[src/rtl/xif_coproc_rob.sv]
// xif_coproc_rob: small XIF coprocessor with an in-order reorder buffer.
// Offloaded custom-0 ADD/ROL instructions are queued, committed or killed
// by the core, executed in allocation order and retired from the head.
//
// Entry state | meaning
// FREE        | slot unused
// ISSUED      | allocated, waiting for commit/kill from the core
// COMMITTED   | may execute once the exec pointer reaches it
// KILLED      | dropped; skipped by exec, freed silently at the head
// DONE        | result held in the entry, waiting for result handshake
//
// Exec FSM    | meaning
// IDLE        | examining the entry at the exec pointer
// BUSY        | multi-cycle ROL, one bit of rotation per cycle
module xif_coproc_rob #(
  parameter int WIDTH     = 32,
  parameter int IMM_WIDTH = 12,
  parameter int DEPTH     = 4,
  parameter int ID_WIDTH  = 4
) (
  input  logic                clk_i,
  input  logic                rst_i,
  input  logic                issue_valid_i,
  output logic                issue_ready_o,
  input  logic [31:0]         issue_instr_i,
  input  logic [ID_WIDTH-1:0] issue_id_i,
  input  logic [WIDTH-1:0]    issue_rs1_i,
  input  logic                issue_rs1_valid_i,
  output logic                issue_accept_o,
  output logic                issue_writeback_o,
  input  logic                commit_valid_i,
  input  logic [ID_WIDTH-1:0] commit_id_i,
  input  logic                commit_kill_i,
  output logic                result_valid_o,
  input  logic                result_ready_i,
  output logic [ID_WIDTH-1:0] result_id_o,
  output logic [4:0]          result_rd_o,
  output logic                result_we_o,
  output logic [WIDTH-1:0]    result_data_o
);

  localparam int PW = $clog2(DEPTH);
  localparam int SW = $clog2(WIDTH);
  localparam logic [PW:0] DEPTH_C = (PW + 1)'(DEPTH);

  localparam logic [2:0] ST_FREE      = 3'd0;
  localparam logic [2:0] ST_ISSUED    = 3'd1;
  localparam logic [2:0] ST_COMMITTED = 3'd2;
  localparam logic [2:0] ST_KILLED    = 3'd3;
  localparam logic [2:0] ST_DONE      = 3'd4;

  localparam logic [0:0] FSM_IDLE = 1'b0;
  localparam logic [0:0] FSM_BUSY = 1'b1;

  localparam logic [6:0] OPC_CUSTOM0 = 7'b0001011;

  function automatic logic [WIDTH-1:0] rol1(input logic [WIDTH-1:0] x);
    return {x[WIDTH-2:0], x[WIDTH-1]};
  endfunction

  // Entry storage; ent_data_q holds rs1 until execution, then the result.
  logic [2:0]           ent_st_q   [DEPTH];
  logic [ID_WIDTH-1:0]  ent_id_q   [DEPTH];
  logic [4:0]           ent_rd_q   [DEPTH];
  logic                 ent_rol_q  [DEPTH];
  logic [IMM_WIDTH-1:0] ent_imm_q  [DEPTH];
  logic [WIDTH-1:0]     ent_data_q [DEPTH];

  logic [PW-1:0] head_q, tail_q, exec_ptr_q;
  logic [PW:0]   count_q, count_d;
  logic [PW:0]   pend_q, pend_d;   // allocated entries not yet passed by exec
  logic [0:0]    fsm_q;
  logic [SW-1:0] cnt_q;
  logic [WIDTH-1:0] rot_q;

  // Decode
  logic dec_add, dec_rol, dec_acc, full, alloc;
  logic unused_instr_bits;

  assign dec_add = (issue_instr_i[6:0] == OPC_CUSTOM0) && (issue_instr_i[14:12] == 3'b000);
  assign dec_rol = (issue_instr_i[6:0] == OPC_CUSTOM0) && (issue_instr_i[14:12] == 3'b001);
  assign dec_acc = dec_add || dec_rol;
  assign unused_instr_bits = ^issue_instr_i[19:15];

  assign full              = (count_q == DEPTH_C);
  assign issue_accept_o    = dec_acc;
  assign issue_writeback_o = dec_acc;
  assign issue_ready_o     = dec_acc ? (!full && issue_rs1_valid_i) : 1'b1;
  assign alloc             = issue_valid_i && issue_ready_o && dec_acc;

  // Commit lookup; a same-cycle issue with the same id takes the commit itself.
  logic          cm_new, cm_hit;
  logic [PW-1:0] cm_idx;
  logic [2:0]    cm_state;

  assign cm_new   = commit_valid_i && alloc && (issue_id_i == commit_id_i);
  assign cm_state = commit_kill_i ? ST_KILLED : ST_COMMITTED;

  // Find the ISSUED entry matching the commit id
  always_comb begin
    cm_hit = 1'b0;
    cm_idx = '0;
    if (commit_valid_i && !cm_new) begin
      for (int i = 0; i < DEPTH; i++) begin
        if (!cm_hit && ent_st_q[i] == ST_ISSUED && ent_id_q[i] == commit_id_i) begin
          cm_hit = 1'b1;
          cm_idx = PW'(i);
        end
      end
    end
  end

  // Execution control
  logic [2:0]       exec_st;
  logic [SW-1:0]    ex_n;
  logic [WIDTH-1:0] ex_res;
  logic             ex_go, ex_skip, ex_start_busy, ex_done_now, busy_last, ex_adv;

  assign exec_st       = ent_st_q[exec_ptr_q];
  assign ex_n          = ent_imm_q[exec_ptr_q][SW-1:0];
  assign ex_go         = (fsm_q == FSM_IDLE) && (pend_q != '0) && (exec_st == ST_COMMITTED);
  assign ex_skip       = (fsm_q == FSM_IDLE) && (pend_q != '0) && (exec_st == ST_KILLED);
  assign ex_start_busy = ex_go && ent_rol_q[exec_ptr_q] && (ex_n != '0);
  assign ex_done_now   = ex_go && !ex_start_busy;
  assign busy_last     = (fsm_q == FSM_BUSY) && (cnt_q == SW'(1));
  assign ex_adv        = ex_done_now || ex_skip || busy_last;
  // A ROL with zero shift returns rs1 unchanged, so only ADD needs the adder.
  assign ex_res        = ent_rol_q[exec_ptr_q] ? ent_data_q[exec_ptr_q]
                       : ent_data_q[exec_ptr_q] + WIDTH'($signed(ent_imm_q[exec_ptr_q]));

  // Retirement
  logic [2:0] head_st;
  logic       retire_kill, retire;

  assign head_st        = ent_st_q[head_q];
  assign result_valid_o = (head_st == ST_DONE);
  assign retire_kill    = (head_st == ST_KILLED) && (count_q > pend_q);
  assign retire         = (result_valid_o && result_ready_i) || retire_kill;

  assign result_id_o   = result_valid_o ? ent_id_q[head_q]   : '0;
  assign result_rd_o   = result_valid_o ? ent_rd_q[head_q]   : '0;
  assign result_we_o   = result_valid_o;
  assign result_data_o = result_valid_o ? ent_data_q[head_q] : '0;

  // Next occupancy and pending counts
  always_comb begin
    count_d = count_q;
    if (alloc && !retire)      count_d = count_q + 1'b1;
    else if (!alloc && retire) count_d = count_q - 1'b1;
    pend_d = pend_q;
    if (alloc && !ex_adv)      pend_d = pend_q + 1'b1;
    else if (!alloc && ex_adv) pend_d = pend_q - 1'b1;
  end

  // Entry state transitions; alloc, commit, exec and retire touch distinct slots
  always_ff @(posedge clk_i or posedge rst_i) begin
    if (rst_i) begin
      for (int i = 0; i < DEPTH; i++) ent_st_q[i] <= ST_FREE;
    end else begin
      if (alloc)                    ent_st_q[tail_q]     <= cm_new ? cm_state : ST_ISSUED;
      if (cm_hit)                   ent_st_q[cm_idx]     <= cm_state;
      if (ex_done_now || busy_last) ent_st_q[exec_ptr_q] <= ST_DONE;
      if (retire)                   ent_st_q[head_q]     <= ST_FREE;
    end
  end

  // Entry payload; validity is tracked by ent_st_q so no reset is needed
  always_ff @(posedge clk_i) begin
    if (alloc) begin
      ent_id_q[tail_q]   <= issue_id_i;
      ent_rd_q[tail_q]   <= issue_instr_i[11:7];
      ent_rol_q[tail_q]  <= dec_rol;
      ent_imm_q[tail_q]  <= issue_instr_i[31:32-IMM_WIDTH];
      ent_data_q[tail_q] <= issue_rs1_i;
    end
    if (ex_done_now) ent_data_q[exec_ptr_q] <= ex_res;
    if (busy_last)   ent_data_q[exec_ptr_q] <= rol1(rot_q);
  end

  // Pointers and counters
  always_ff @(posedge clk_i or posedge rst_i) begin
    if (rst_i) begin
      head_q     <= '0;
      tail_q     <= '0;
      exec_ptr_q <= '0;
      count_q    <= '0;
      pend_q     <= '0;
    end else begin
      if (alloc)  tail_q     <= tail_q + 1'b1;
      if (retire) head_q     <= head_q + 1'b1;
      if (ex_adv) exec_ptr_q <= exec_ptr_q + 1'b1;
      count_q <= count_d;
      pend_q  <= pend_d;
    end
  end

  // Exec FSM: multi-cycle rotate for ROL with a nonzero shift
  always_ff @(posedge clk_i or posedge rst_i) begin
    if (rst_i) begin
      fsm_q <= FSM_IDLE;
      cnt_q <= '0;
      rot_q <= '0;
    end else begin
      case (fsm_q)
        FSM_IDLE: begin
          if (ex_start_busy) begin
            rot_q <= ent_data_q[exec_ptr_q];
            cnt_q <= ex_n;
            fsm_q <= FSM_BUSY;
          end
        end
        default: begin
          rot_q <= rol1(rot_q);
          cnt_q <= cnt_q - 1'b1;
          if (busy_last) fsm_q <= FSM_IDLE;
        end
      endcase
    end
  end

endmodule

[config.mk]
export PLATFORM = sky130hd
export DESIGN_NAME = xif_coproc_rob
export DESIGN_NICKNAME = d
export VERILOG_FILES = /design/src/rtl/xif_coproc_rob.sv
export SDC_FILE = /design/constraint.sdc
export NUM_CORES = 1
export LEC_CHECK = 0
export ABC_AREA = 1
export CORE_AREA = 5 5 217 219
export DETAILED_ROUTE_END_ITERATION = 8
export DIE_AREA = 0 0 222 224
export PLACE_DENSITY_LB_ADDON = 0.05
export SETUP_SLACK_MARGIN = 0.3
export SYNTH_ARGS = -nofsm -noshare
export SYNTH_HDL_FRONTEND = slang
export SYNTH_SLANG_ARGS = --single-unit
[constraint.sdc]
create_clock -name clk_i -period 4.4 [get_ports clk_i]
set_input_delay 0.88 -clock clk_i [delete_from_list [all_inputs] [get_ports clk_i]]
set_output_delay 0.88 -clock clk_i [all_outputs]
set_load 0.05 [all_outputs]
==> impl_metrics.toml <==
[logic_synthesis]
synth_fa_ha_area_share_pct = 3.885
synth_seq_area_share_pct = 45.55
synth_compound_gate_area_share_pct = 15.87
synth_top_area_cell = "edfxtp_1"
netlist_area_um2 = 17650
synthMuxAreaShare_pct = 0.06381
synth_common_cells = "nand2_1, inv_1, edfxtp_1"
synth_top_family_by_area = "simple AND/OR/NAND/NOR gates"
synthCells = 2275
synth_warnings = 0
synthSimpleGateAreaFrac_pct = 23.80
synth_edf_count = 216
yosys_register_bits = 278
yosysUniqueCellTypes = 48
synth_area_leaders = "edfxtp_1, nand2_1, dfrtp_1"
synthDominantCellAreaShare_pct = 36.76
synth_nets = 2407
ys_async_sr_fraction_pct = 22.30
synth_xor_area_share_pct = 1.539
syn_avg_cell_area_um2 = 7.757
synthFlopType = "edfxtp_1"
synth_most_common_cell = "nand2_1"

[worst_setup_path]
critPathLaunchType = "register"
critPathMaxStageDelay_ns = 0.43
critPathMaxFanout = 35
critical_path_class = "reg2out"
crit_arrival_ns = 3.00
path_cells = "inv_1 > a21oi_1 > o21ai_0 > nand2_1 > nand3_2 > buf_12 > a21oi_1 > buf_12"
cp_slowest_cell = "dfrtp_2"
worstPathRequired_ns = 3.52
cp-startpoint = "head_q[1]"
cp-end-kind = "output pin"
critPathBufInv = 3
critPathTopFamily = "buffers and inverters"
reg2reg_from = "exec_ptr_q[0]"

[power]
combinationalPowerShare_pct = 37.6
p_clk_share_pct = 30.2
p_sw_share_pct = 37.01
p_switching_mw = 3.410
power.density_nw_per_um2 = 442.7
irDropWorstVdd_uv = 346.6
p_int_mw = 5.806
seqPwrFrac_pct = 32.3
leakage_nw = 8.926

[final_layout]
n_fill_cell = 4430
seqCellArea_um2 = 8045
multi_input_area_um2 = 7998
diodes = 0
fin_util_pct = 46.37
areaGrowthSynthToFinish_pct = 17.97
layout.nets = 2480
drive_gt1_share_pct = 7.248

[route]
drtPass1Iterations = 7
vias_per_cell = 5.159
drc = 0
routedWlPerCell_um = 18.90
drtAntennaViolNets = 0
routed_wl_um = 56200
via_count = 15338
drtIter0Drc = 971

[clock_tree]
worstSkewPairLatency_ns = 0.56
cts_buffers = 34
ctsHoldBuffers = 0
cts.sinks = 278
cts_tree = "done"
htree_levels = 2
cts_buffer_depth = 3
clkSlewWorstSetupHoldPaths_ns = 0.06
clockRootBuffer = "clkbuf_16"

[die]
die-area_um2 = 49730
core_um2 = 44890
start_util_pct = 39.31
ios = 125
rows = 78
die_y_um = 224
die_w_um = 222

[grt]
grt_usage_pct = 22.04
grt_max_degree = 85
grt-ovfl-total = 0
grt_pass1_vias = 15057
grt_pass1_wl_um = 85950
antenna_found_initial = 1

[placement]
port_buffers = 119
place_hpwl_um = 37060
routabilityCongestion = 0.9490

[hold_path]
hp-start = "rot_q[3]"
hp-class = "reg2reg"

[run_status]
outcome = "completed"

[sta]
period_share_pct = 88.08
slew_violations = 0
rsz0062_at_grt = "no"
period_minus_slack_ns = 3.876
finalSetupViolCount = 0
max_freq_mhz = 258.0
final_hold_viol_count = 0
slew-limit-headroom_pct = 33.26
setup-tns-final_ns = 0
whs_ns = 0.4919
clock_skew_ns = 0.01785
worst_slew_pin_slew_ns = 0.9996

[job]
maxCapViolations = 0
-- path summary, 6_finish.rpt --
check,cells past startpoint,to,slack (ns)
max,8,result_data_o[22],0.52
min,2,rot_q[3],0.49
max reg2reg,18,ent_data_q[3][13],0.62
min reg2reg,2,rot_q[3],0.49
max in group asynchronous,3,rot_q[14],2.96
min in group asynchronous,2,pend_q[0],0.69
-- cell usage in the layout, fill, tap and decap left out, types with 48 or more instances in the layout --
master           instances
nand3_1                 81
o211ai_1                84
o21ai_0                140
ha_1                    50
a21oi_1                187
edfxtp_1               216
nand2_1                795
dfrtp_1                 58
buf_12                  48
inv_1                  246
nor2_1                 119
clkdlybuf4s50_1         76
-- area by class of cell --
type                       instances  share of cell area, %
tap                              600                  3.606
multi-input combinational       1623                  38.42
sequential                       278                  38.65
clock inverter                    19                 0.8715
timing repair buffer             153                  9.316
clock buffer                      42                  4.376
inverter                         258                  4.766
-- registers in the layout, summed over array words and instances, names as in the netlist --
name        flops
ent_rol_q       4
ent_rd_q       20
ent_id_q       16
exec_ptr_q      2
tail_q          2
cnt_q           5
count_q         3
pend_q          3
head_q          2
ent_imm_q      48
ent_data_q    128
rot_q          32
fsm_q           1
ent_st_q       12
-- stage by stage --
stage | worst slack, ns | std cells | power, mW | cell area, µm²
2_1_floorplan | 0.4678 | 2275 | 4.863 | 17660
3_3_place_gp | 0.6956 | 2912 | 6.474 | 19710
3_5_place_dp | 0.6835 | 2912 | 6.502 | 19710
4_1_cts | 0.3743 | 2973 | 9.314 | 20810
5_1_grt | 0.3499 | 2973 | 9.608 | 20820
6_report | 0.5243 | 2973 | 9.216 | 20820
-- logic make-up (layout without fill, tap and decap cells) --
group	Yosys count	count (layout)
DFF	278	278
adders and majority gates	53	53
buffers and inverters	374	472
AOI/OAI and AO/OA	494	494
xor gates and xnor gates	31	31
muxes	1	1
and+or+nand+nor	1044	1044
-- timing repair --
action / in CTS / in global routing
endpoints found under the setup margin: 1 / 2
gates resized for setup: 1 / 2
buffers inserted: 0 / 0
hold endpoints to repair: 0 / 0
gates cloned: 0 / 0
-- power by group through the flow --
| stage | Combinational, mW | Clock, mW | Sequential [mW] |
|---|---|---|---|
| floorplan | 1.90 | 0 | 2.97 |
| finish | 3.46 | 2.78 | 2.98 |
| detailed placement | 3.47 | 0 | 3.03 |
| global route | 3.68 | 2.94 | 2.98 |
| global placement | 3.44 | 0 | 3.03 |
| CTS | 3.49 | 2.84 | 2.98 |
-- worst register-to-register path: cells and delay by family, from the launching register on --
family / cells / cell delay, ns
AOI/OAI and AO/OA: 5 / 1.12
buffers and inverters: 3 / 0.68
adders and majority gates: 1 / 0.37
and+or+nand+nor: 9 / 1.10
DFF: 1 / 0.39
-- per-layer routing --
| metal | part of all wire (%) | global-route usage, % | vias up |
|---|---|---|---|
| li1 | - | - | 7668 |
| met1 | 45 | 29.44 | 7258 |
| met2 | 49 | 38.34 | 343 |
| met3 | 4.2 | 2.739 | 67 |
| met4 | 2.0 | 5.508 | 2 |
| met5 | 0.023 | 0 | - |
(Power assumes the default switching activity.)
